## src/rtl/apmon_pkg.sv

```systemverilog
`default_nettype none
// ============================================================================
// Module      : apmon_pkg
// Description : Shared types, read-select codes and the saturating increment
//               helper for the ap_ctrl handshake performance monitor.
// Revision    : 1.0 - initial release
// ============================================================================
package apmon_pkg;

    // Per-channel handshake tracking state
    typedef enum logic [1:0] {
        APMON_IDLE      = 2'd0,
        APMON_RUN       = 2'd1,
        APMON_WAIT_CONT = 2'd2
    } apmon_state_e;

    // Statistic select codes for the indexed read port
    localparam logic [2:0] APMON_SEL_TXN   = 3'd0;
    localparam logic [2:0] APMON_SEL_LAST  = 3'd1;
    localparam logic [2:0] APMON_SEL_MIN   = 3'd2;
    localparam logic [2:0] APMON_SEL_MAX   = 3'd3;
    localparam logic [2:0] APMON_SEL_INT   = 3'd4;
    localparam logic [2:0] APMON_SEL_STALL = 3'd5;
    localparam logic [2:0] APMON_SEL_STAT  = 3'd6;

    // Increment that sticks at the all-ones value of a 'width'-bit counter.
    // Operates on a 64-bit container so callers of any counter width share it.
    function automatic logic [63:0] apmon_sat_inc(input logic [63:0] val, input int width);
        logic [63:0] top;
        top = (width >= 64) ? {64{1'b1}} : ((64'd1 << width) - 64'd1);
        return (val >= top) ? top : (val + 64'd1);
    endfunction

endpackage
`default_nettype wire

```

## src/rtl/apmon_channel.sv

```systemverilog
`default_nettype none
// ============================================================================
// Module      : apmon_channel
// Description : One monitored HLS instance: handshake FSM, latency/interval/
//               stall counters and min/max tracking. Stall counting is only
//               built when APMON_STALL_EN is defined.
// Revision    : 1.0 - initial release
// ============================================================================
module apmon_channel
    import apmon_pkg::*;
#(
    parameter int CNT_W = 32
)
(
    input  logic             clock,
    input  logic             reset,
    input  logic             clear,
    input  logic             finish,
    input  logic             ap_start,
    input  logic             ap_ready,
    input  logic             ap_done,
    input  logic             ap_continue,
    output logic [CNT_W-1:0] txn_cnt,
    output logic [CNT_W-1:0] last_lat,
    output logic [CNT_W-1:0] min_lat,
    output logic [CNT_W-1:0] max_lat,
    output logic [CNT_W-1:0] last_int,
    output logic [CNT_W-1:0] stall_cnt,
    output apmon_state_e     state,
    output logic             busy,
    output logic             ovf
);

    localparam logic [CNT_W-1:0] ONE      = CNT_W'(1);
    localparam logic [CNT_W-1:0] ALL_ONES = {CNT_W{1'b1}};

    apmon_state_e     next_state;
    logic             capture;
    logic             lat_load;
    logic             lat_step;
    logic             stall_step;
    logic             stall_ovf;
    logic             int_step;
    logic [CNT_W-1:0] cap_val;
    logic [CNT_W-1:0] lat_cnt;
    logic [CNT_W-1:0] int_cnt;
    logic             int_armed;

    function automatic logic [CNT_W-1:0] sat_step(input logic [CNT_W-1:0] v);
        return CNT_W'(apmon_sat_inc(64'(v), CNT_W));
    endfunction

    // State register; clear returns the FSM to IDLE like reset
    always_ff @(posedge clock or posedge reset) begin
        if (reset) begin
            state <= APMON_IDLE;
        end else if (clear) begin
            state <= APMON_IDLE;
        end else begin
            state <= next_state;
        end
    end

    // Next-state decode; finish freezes the FSM
    always_comb begin
        next_state = state;
        if (!finish) begin
            case (state)
                APMON_IDLE: begin
                    // A start with done in the same cycle is a combinational
                    // module: the start is consumed by that transaction.
                    if (ap_start) begin
                        if (ap_done) begin
                            next_state = ap_continue ? APMON_IDLE : APMON_WAIT_CONT;
                        end else begin
                            next_state = APMON_RUN;
                        end
                    end
                end
                APMON_RUN: begin
                    if (ap_done) begin
                        if (!ap_continue) begin
                            next_state = APMON_WAIT_CONT;
                        end else if (ap_start) begin
                            next_state = APMON_RUN;
                        end else begin
                            next_state = APMON_IDLE;
                        end
                    end
                end
                APMON_WAIT_CONT: begin
                    if (ap_continue) begin
                        next_state = APMON_IDLE;
                    end
                end
                default: next_state = APMON_IDLE;
            endcase
        end
    end

    // Per-state counter strobes and the latency value to record
    always_comb begin
        capture    = 1'b0;
        lat_load   = 1'b0;
        lat_step   = 1'b0;
        stall_step = 1'b0;
        cap_val    = '0;
        if (!finish) begin
            case (state)
                APMON_IDLE: begin
                    if (ap_start) begin
                        capture  = ap_done;
                        lat_load = !ap_done;
                    end
                end
                APMON_RUN: begin
                    if (ap_done) begin
                        capture  = 1'b1;
                        cap_val  = lat_cnt;
                        lat_load = ap_continue && ap_start;
                    end else begin
                        lat_step = 1'b1;
                    end
                end
                APMON_WAIT_CONT: stall_step = 1'b1;
                default: ;
            endcase
        end
        busy = (state != APMON_IDLE);
    end

    assign int_step = !finish && int_armed && !ap_ready;

    // Running latency counter of the transaction in flight
    always_ff @(posedge clock or posedge reset) begin
        if (reset) begin
            lat_cnt <= '0;
        end else if (clear) begin
            lat_cnt <= '0;
        end else if (lat_load) begin
            lat_cnt <= ONE;
        end else if (lat_step) begin
            lat_cnt <= sat_step(lat_cnt);
        end
    end

    // Completed-transaction statistics
    always_ff @(posedge clock or posedge reset) begin
        if (reset) begin
            txn_cnt  <= '0;
            last_lat <= '0;
            min_lat  <= ALL_ONES;
            max_lat  <= '0;
        end else if (clear) begin
            txn_cnt  <= '0;
            last_lat <= '0;
            min_lat  <= ALL_ONES;
            max_lat  <= '0;
        end else if (capture) begin
            txn_cnt  <= sat_step(txn_cnt);
            last_lat <= cap_val;
            if (cap_val < min_lat) begin
                min_lat <= cap_val;
            end
            if (cap_val > max_lat) begin
                max_lat <= cap_val;
            end
        end
    end

    // Ready-to-ready interval; the first ready only arms the counter
    always_ff @(posedge clock or posedge reset) begin
        if (reset) begin
            int_cnt   <= '0;
            int_armed <= 1'b0;
            last_int  <= '0;
        end else if (clear) begin
            int_cnt   <= '0;
            int_armed <= 1'b0;
            last_int  <= '0;
        end else if (!finish) begin
            if (ap_ready) begin
                if (int_armed) begin
                    last_int <= int_cnt;
                end
                int_cnt   <= ONE;
                int_armed <= 1'b1;
            end else if (int_armed) begin
                int_cnt <= sat_step(int_cnt);
            end
        end
    end

`ifdef APMON_STALL_EN
    // Cycles spent waiting for ap_continue after done
    always_ff @(posedge clock or posedge reset) begin
        if (reset) begin
            stall_cnt <= '0;
        end else if (clear) begin
            stall_cnt <= '0;
        end else if (stall_step) begin
            stall_cnt <= sat_step(stall_cnt);
        end
    end
`else
    assign stall_cnt = '0;
`endif

    // With stall counting absent stall_cnt is constant zero, so this folds away
    assign stall_ovf = stall_step && (&stall_cnt);

    // Sticky flag: any counter asked to step past all-ones
    always_ff @(posedge clock or posedge reset) begin
        if (reset) begin
            ovf <= 1'b0;
        end else if (clear) begin
            ovf <= 1'b0;
        end else if ((lat_step && (&lat_cnt)) || (capture && (&txn_cnt)) ||
                     (int_step && (&int_cnt)) || stall_ovf) begin
            ovf <= 1'b1;
        end
    end

endmodule
`default_nettype wire

```

## src/rtl/ap_ctrl_perf_monitor.sv

```systemverilog
`default_nettype none
// ============================================================================
// Module      : ap_ctrl_perf_monitor
// Description : Parallel ap_ctrl_hs/ap_ctrl_chain performance monitor for
//               NUM_CH HLS instances with a registered indexed read port.
//               Define APMON_STALL_EN to include continue-stall counting.
// Revision    : 1.0 - initial release
// ============================================================================
module ap_ctrl_perf_monitor
    import apmon_pkg::*;
#(
    parameter  int NUM_CH = 4,
    parameter  int CNT_W  = 32,
    localparam int CH_W   = (NUM_CH > 1) ? $clog2(NUM_CH) : 1
)
(
    input  logic              clock,
    input  logic              reset,
    input  logic [NUM_CH-1:0] ap_start,
    input  logic [NUM_CH-1:0] ap_ready,
    input  logic [NUM_CH-1:0] ap_done,
    input  logic [NUM_CH-1:0] ap_continue,
    input  logic              finish,
    input  logic              clear,
    input  logic              rd_en,
    input  logic [CH_W-1:0]   rd_ch,
    input  logic [2:0]        rd_sel,
    output logic [CNT_W-1:0]  rd_data,
    output logic              rd_valid,
    output logic [NUM_CH-1:0] busy,
    output logic [NUM_CH-1:0] ovf
);

    logic [CNT_W-1:0] ch_word [NUM_CH];
    logic [CNT_W-1:0] sel_word;

    for (genvar c = 0; c < NUM_CH; c++) begin : g_ch
        logic [CNT_W-1:0] txn_cnt;
        logic [CNT_W-1:0] last_lat;
        logic [CNT_W-1:0] min_lat;
        logic [CNT_W-1:0] max_lat;
        logic [CNT_W-1:0] last_int;
        logic [CNT_W-1:0] stall_cnt;
        apmon_state_e     state;
        logic [CNT_W-1:0] word;

        apmon_channel #(
            .CNT_W (CNT_W)
        ) u_channel (
            .clock       (clock),
            .reset       (reset),
            .clear       (clear),
            .finish      (finish),
            .ap_start    (ap_start[c]),
            .ap_ready    (ap_ready[c]),
            .ap_done     (ap_done[c]),
            .ap_continue (ap_continue[c]),
            .txn_cnt     (txn_cnt),
            .last_lat    (last_lat),
            .min_lat     (min_lat),
            .max_lat     (max_lat),
            .last_int    (last_int),
            .stall_cnt   (stall_cnt),
            .state       (state),
            .busy        (busy[c]),
            .ovf         (ovf[c])
        );

        // Statistic select for this channel
        always_comb begin
            word = '0;
            case (rd_sel)
                APMON_SEL_TXN:   word = txn_cnt;
                APMON_SEL_LAST:  word = last_lat;
                APMON_SEL_MIN:   word = min_lat;
                APMON_SEL_MAX:   word = max_lat;
                APMON_SEL_INT:   word = last_int;
                APMON_SEL_STALL: word = stall_cnt;
                APMON_SEL_STAT:  word = CNT_W'({state, ovf[c]});
                default:         word = '0;
            endcase
        end

        assign ch_word[c] = word;
    end

    // Channel select; indices past NUM_CH match nothing and read zero
    always_comb begin
        sel_word = '0;
        for (int c = 0; c < NUM_CH; c++) begin
            if ({1'b0, rd_ch} == (CH_W + 1)'(c)) begin
                sel_word = ch_word[c];
            end
        end
    end

    // Registered read port; data holds between strobes
    always_ff @(posedge clock or posedge reset) begin
        if (reset) begin
            rd_data  <= '0;
            rd_valid <= 1'b0;
        end else begin
            rd_valid <= rd_en;
            if (rd_en) begin
                rd_data <= sel_word;
            end
        end
    end

endmodule
`default_nettype wire

```

## config.mk

```make
export PLATFORM = sky130hd
export DESIGN_NAME = ap_ctrl_perf_monitor
export DESIGN_NICKNAME = d
export VERILOG_FILES = /design/src/rtl/apmon_pkg.sv /design/src/rtl/apmon_channel.sv /design/src/rtl/ap_ctrl_perf_monitor.sv
export SDC_FILE = /design/constraint.sdc
export NUM_CORES = 2
export LEC_CHECK = 0
export BUFFER_PORTS_ARGS = -buffer_cell sky130_fd_sc_hd__buf_2
export CAP_MARGIN = 20
export CORE_UTILIZATION = 65
export CTS_BUF_LIST = sky130_fd_sc_hd__clkbuf_4 sky130_fd_sc_hd__clkbuf_8
export DETAILED_ROUTE_END_ITERATION = 6
export PLACE_DENSITY = 0.82
export SETUP_SLACK_MARGIN = 0.02
export SLEW_MARGIN = 20
export SYNTH_ARGS = -nofsm -noshare
export SYNTH_HDL_FRONTEND = slang
export SYNTH_SLANG_ARGS = --single-unit
```

## constraint.sdc

```tcl
create_clock -name clock -period 99 [get_ports clock]
set_clock_uncertainty 0.1 [all_clocks]
set_input_delay 14.85 -clock clock [delete_from_list [all_inputs] [get_ports clock]]
set_output_delay 14.85 -clock clock [all_outputs]
set_load 0.01 [all_outputs]
```

# After elaboration in Yosys (flattened, before gate mapping)
# Cells that the tools add are included.
[totals]
reg_bits = 945
in_bits = 26
out_inout_bits = 41
wordCells = 442
[classes]
addsub = 12
magnitude_cmp = 20
n_eq_ne = 29
n_mux = 220
reduce_logical = 119
[ops]
columns = ["operator", "n"]
rows = [
  ["2-to-1 mux 32 bit", 112],
  ["case mux 32 bit (6 select lines)", 4],
  ["adder 32 x 1 -> 32 bit, second input constant", 12],
  ["greater-or-equal comparator 32 bit, second input constant", 12],
  ["AND reduction 32 bit", 12],
  ["> comparator 32 bit", 4],
  ["less-than comparator 32 bit", 4],
  ["2-to-1 mux 2 bit", 32],
  ["2-to-1 mux 1 bit", 60],
  ["nonzero test 2 bit", 28],
  ["inequality test 3 bit, second input constant", 12],
  ["AND reduction 2 bit", 16],
  ["logical AND 1 bit", 24],
  ["case mux 2 bit (3 select lines)", 4],
  ["nonzero test 3 bit", 8],
  ["case mux 1 bit (2 select lines)", 8],
  ["AND reduction 4 bit", 4],
  ["equality test 2 bit, second input constant", 6],
  ["AND reduction 3 bit", 4],
  ["equality test 2 x 1 -> 1 bit, second input constant", 5],
  ["zero test 2 bit", 5],
  ["zero test 1 bit", 9],
  ["logical OR 1 bit", 8],
  ["equality test 3 x 2 -> 1 bit, second input constant", 2],
  ["4 further kinds", 5],
]

# Logic depth before layout (Yosys ltp)
[depth]
ltp_word = 8
mapped_depth = 16
depth_no_buf = 11

# Cells and area by module
# Synthesis repeated with hierarchy kept, for this count alone.
[unflattened]
cells_unflattened = 6878
hier_area_um2 = 60624.4
[by_module_without_submodules]
columns = ["mod", "n_inst", "cells_each", "area_each_um2", "seq_area_each_um2"]
rows = [
  ["apmon_channel (g_ch[0].u_channel ...)", 2, 1549, 13406.6, 5745.5],
  ["apmon_channel (g_ch[1].u_channel)", 1, 1460, 13228.9, 5745.5],
  ["apmon_channel (g_ch[3].u_channel)", 1, 1345, 12692.2, 5745.5],
  ["ap_ctrl_perf_monitor", 1, 975, 7890.1, 825.8],
]

# Worst setup path before layout
# No wires, ideal clock.
[synth_timing]
path_kind = "input-to-reg"
start = "input port ap_done[1]"
end = "register g_ch[1].u_channel.max_lat[0]"
setup_ns = 0.078
arrival_time_ns = 17.911
required_ns = 98.822
path_slack_ns = 80.911
path_stages = 15
path_buffers = 4
cell_sequence = "buf_2 nor4bb_1 buf_2 clkbuf_1 nand2_1 inv_1 ha_1 and4_1 nand2_1 or4_1 nor3_1 o31ai_2 clkbuf_1 or3_1 a21oi_1"
[synth_between]
elab_chain_len = 6
word_cells_on_any_way = 14
classes_between = "order compare (1); mux (10); reduce/logical (3)"
[synth_rtl]
columns = ["item", "line_no", "source"]
rows = [
  ["start: declaration", "ap_ctrl_perf_monitor.sv:21", "input logic [NUM_CH-1:0] ap_done,"],
  ["2-to-1 mux 32 bit", "apmon_channel.sv:117", "if (ap_done) begin"],
  ["2-to-1 mux 32 bit", "apmon_channel.sv:109", "case (state)"],
  ["2-to-1 mux 32 bit", "apmon_channel.sv:108", "if (!finish) begin"],
  ["> comparator 32 bit / 2-to-1 mux 32 bit (equally long branches)", "apmon_channel.sv:165", "if (cap_val > max_lat) begin"],
  ["nonzero test 2 bit (no line) / 2-to-1 mux 32 bit (equally long branches)", "-", ""],
  ["AND reduction 2 bit (no line) / 2-to-1 mux 32 bit (equally long branches)", "-", ""],
  ["end signal: assignment", "apmon_channel.sv:166", "max_lat <= cap_val;"],
  ["end: declaration", "apmon_channel.sv:26", "output logic [CNT_W-1:0] max_lat,"],
]
# Parallel ways exist; a longest one is shown, timed or not. The select of a mux whose other input is x is not followed.
# A chain may end at the register's enable or synchronous reset.

# Final worst setup path
[layout_timing]
start = "input port finish"
end = "register g_ch[3].u_channel.min_lat[25]"
[layout_between]
elab_chain_len = 4
word_cells_on_any_way = 9
classes_between = "order compare (1); mux (5); reduce/logical (3)"
[layout_rtl]
columns = ["item", "line_no", "source"]
rows = [
  ["start: declaration", "ap_ctrl_perf_monitor.sv:23", "input logic finish,"],
  ["2-to-1 mux 32 bit", "apmon_channel.sv:108", ""],
  ["less-than comparator 32 bit / 2-to-1 mux 32 bit (equally long branches)", "apmon_channel.sv:162", "if (cap_val < min_lat) begin"],
  ["nonzero test 2 bit (no line) / 2-to-1 mux 32 bit (equally long branches)", "-", ""],
  ["AND reduction 2 bit (no line) / 2-to-1 mux 32 bit (equally long branches)", "-", ""],
  ["end signal: assignment", "apmon_channel.sv:163", "min_lat <= cap_val;"],
  ["end: declaration", "apmon_channel.sv:25", "output logic [CNT_W-1:0] min_lat,"],
]
# Parallel ways exist; a longest one is shown, timed or not. The select of a mux whose other input is x is not followed.

==> reports/qor.yml <==
outcome:
  status: "complete, but fails checks"
  violations: "design-rule violations"
clock_tree:
  ctsHoldBuffers: 0
  post-cts-setup-buffer-count: 0
  cts_sinks: 945
  htree_levels: 4
  clk_path_buf_depth: 3
  cts_buffers: 161
  path_clk_slew_ns: 0.06
  clk_latency_ns: 0.89
  cts_resized: 0
  root_buffer: "clkbuf_8"
  cts_tree: "built"
timing:
  max_freq_ghz: 0.0538
  finalCritPeriodShare_pct: 18.8
  hold_slack_ns: 0.387
  slew_violations: 0
  worstMarginPinSlew_ns: 1.16
  rsz0062_at_grt: "no"
  period_needed_ns: 18.58
  fin_tns_setup_ns: 0
  slew_headroom_pct: 22.7
  setup_viol: 0
  fin_ws_ns: 80.42
  finalHoldViolations: 0
synthesis:
  synth_edf_count: 0
  ys_types: 95
  synth_cells: 6447
  syn-cell-area_um2: 55800
  synth_area_leader_cell: "dfrtp_1"
  postSynthNetCount: 6729
  async_flop_share_pct: 100
  avgSynthCellArea_um2: 8.65
  ys.flop_type: "dfrtp_1"
  synth_top_area_share_pct: 36.6
  ys_seq_area_share_pct: 42.7
  synth.area.top_cells: "dfrtp_1, a21oi_1, dfstp_2"
  ys_seq_elements: 945
  yosysWarnings: 0
grt:
  grt_overflow_total: 0
  use_met2_pct: 62.2
  track_usage_pct: 42.3
  grtUsageMet3_pct: 11.6
  grt_pass1_vias: 49100
  antenna_found_initial: 7
  grt.busiest_layer: "met2"
  grt_max_degree: 192
  grt_pass1_wl_mm: 285
  use_met1_pct: 57.0
finish:
  drive_above_1_share_pct: 11.6
  fin_nets: 6610
  fin_cells: 7614
  fill_cells: 6610
  syn_to_final_growth_pct: 8.16
  final_cell_mix: "dfrtp_1, nand2_1, a21oi_1"
  stdcell_area_um2: 60300
  layout_commonest_cell: "dfrtp_1"
routing:
  drt_iter0_drc: 7065
  wl_per_cell_um: 24.2
  post-route-drc-count: 9
  routed-via-count: 52600
  first_pass_iters: 7
  ant_nets: 0
  routed_wl_mm: 184
  vias_per_cell: 6.91
critical_path:
  cp_cell_sequence: "buf_2 > buf_4 > nor4bb_4 > buf_4 > nand2_1 > inv_1 > ha_1 > a2111oi_0 > o21ai_0 > a221o_1 > a2111oi_0 > o21ai_4 > buf_4 > nand2_1 > o211ai_1"
  r2r-end: "g_ch[2].u_channel.max_lat[10]"
  crit_type: "in -> reg"
  crit_family: "compound AO/OA/AOI/OAI gates"
  cpMaxStageDelayCell: "a2111oi_0"
  startpoint_type: "primary input"
  crit_arrival_ns: 19.22
  r2r_cells: 12
  crit_fanout: 35
  r2r_setup_slack_ns: 94.31
  crit_top_cell: "buf_4"
  worst-path-buf-inv: 5
  max_stage_delay_ns: 0.68
  rr_startpoint: "g_ch[2].u_channel.state[0]"
  crit_required_ns: 99.64
  crit_path_end_kind: "flop"
floorplanning:
  die-area_um2: 87000
  io_pins: 67
  rows: 107
  coreArea_um2: 85100
  die_x_um: 295
  start_util_pct: 65.5
  die-height_um: 295
hold_path:
  holdPathStages: 2
  min_from: "rd_data[23]"
  hold_end: "rd_data[23]"
  hp-class: "reg -> reg"
power:
  leakagePower_uw: 0.0274
  p_per_area_nw_per_um2: 14.3
  ir_worst_vdd_mv: 0.0143
place:
  port-buffer-count: 66
  dp_hpwl_mm: 126
  globalplace.congestion: 1.00
  dp_cells: 7308
  place_area_um2: 56700
  pre_cts_ws_ns: 79.63
job:
  maxCapViolations: 0
flip-flops by register name (all words and copies together) (netlist names):
register,flops
g_ch.u_channel.last_lat,128
g_ch.u_channel.int_cnt,128
g_ch.u_channel.state,8
g_ch.u_channel.last_int,128
rd_valid,1
rd_data,32
g_ch.u_channel.max_lat,128
g_ch.u_channel.lat_cnt,128
g_ch.u_channel.ovf,4
g_ch.u_channel.min_lat,128
g_ch.u_channel.txn_cnt,128
g_ch.u_channel.int_armed,4
tightest hold or removal path, stage by stage (launching register included):
cell	delay (ns)
dfrtp_1	0.34
a21oi_1	0.06
nand2_1	0.05
cell usage after synthesis, drive strengths merged (15+ instances only):
| master | number |
|---|---|
| a311oi | 57 |
| a41oi | 25 |
| o21a | 19 |
| a31oi | 92 |
| and4 | 41 |
| nor4 | 33 |
| o211ai | 117 |
| nor2 | 475 |
| o21ai | 493 |
| dfrtp | 817 |
| mux2i | 108 |
| nand2 | 784 |
| o22ai | 28 |
| dfstp | 128 |
| inv | 419 |
| o221ai | 21 |
| or2 | 17 |
| a21oi | 686 |
| nand3 | 240 |
| clkbuf | 373 |
| and3 | 102 |
| nor3 | 144 |
| a221o | 16 |
| a21o | 31 |
| a22oi | 70 |
| and2 | 77 |
| mux2 | 32 |
| nor2b | 24 |
| mux4 | 46 |
| a221oi | 61 |
| a211oi | 65 |
| ha | 256 |
| a211o | 15 |
| o311ai | 34 |
| or3 | 82 |
| buf | 68 |
| a22o | 84 |
| nand4 | 104 |
per-stage QoR:
| step | total power, uW | util, % |
|---|---|---|
| 6_report | 862 | 70.9 |
| 3_5_place_dp | 471 | 66.6 |
| 3_3_place_gp | 470 | 66.6 |
| 2_1_floorplan | 445 | - |
| 5_1_grt | 884 | 70.9 |
| 4_1_cts | 859 | 70.8 |
power breakdown:
group / leakage [uW] / internal (uW) / switching (uW)
Clock: 0.00192 / 222 / 172
Combinational: 0.0128 / 16.4 / 50.5
Sequential: 0.0127 / 394 / 7.32
Total: 0.0274 / 633 / 230
worst max-delay path by stage:
stage,from,end,slack (ns),depth (start not counted)
3_5_place_dp,finish,g_ch[3].u_channel.min_lat[25],79.63,15
6_report,finish,g_ch[3].u_channel.min_lat[25],80.42,15
3_3_place_gp,finish,g_ch[3].u_channel.min_lat[28],79.73,15
5_1_grt,finish,g_ch[3].u_channel.min_lat[30],80.14,15
2_1_floorplan,reset,g_ch[0].u_channel.int_armed,57.69,1
4_1_cts,finish,g_ch[3].u_channel.min_lat[25],80.51,15
kinds of logic (layout without fill, tap and decap cells):
| group | Yosys count | count (layout) | synth area share (%) |
|---|---|---|---|
| adder cells (fa/ha/maj) | 258 | 258 | 5.78 |
| other | 0 | 4 | 0 |
| multiplexers | 186 | 186 | 4.44 |
| buffers and inverters | 862 | 881 | 6.01 |
| AND/OR/NAND/NOR | 2179 | 2179 | 18.4 |
| AO/OA/AOI/OAI | 2014 | 2014 | 22.6 |
| XOR/XNOR | 3 | 3 | 0.0471 |
| flip-flops | 945 | 945 | 42.7 |
layer usage:
metal,part of all wire [%],vias up
met5,0.017,-
met4,5.9,4
met3,13,670
met2,43,3246
met1,38,25500
li1,-,23200
layout make-up:
type | count | area [um^2] | area share [%]
multi-input cells | 4640 | 28800 | 47.8
flip-flops and latches | 945 | 23800 | 39.5
clock buffers | 264 | 3260 | 5.41
inverters | 421 | 1590 | 2.64
well taps | 1144 | 1430 | 2.37
repair buffers | 159 | 1070 | 1.77
clock inverters | 37 | 354 | 0.587
diodes | 4 | 10.0 | 0.0166
Power figures use the tool's default switching activity.
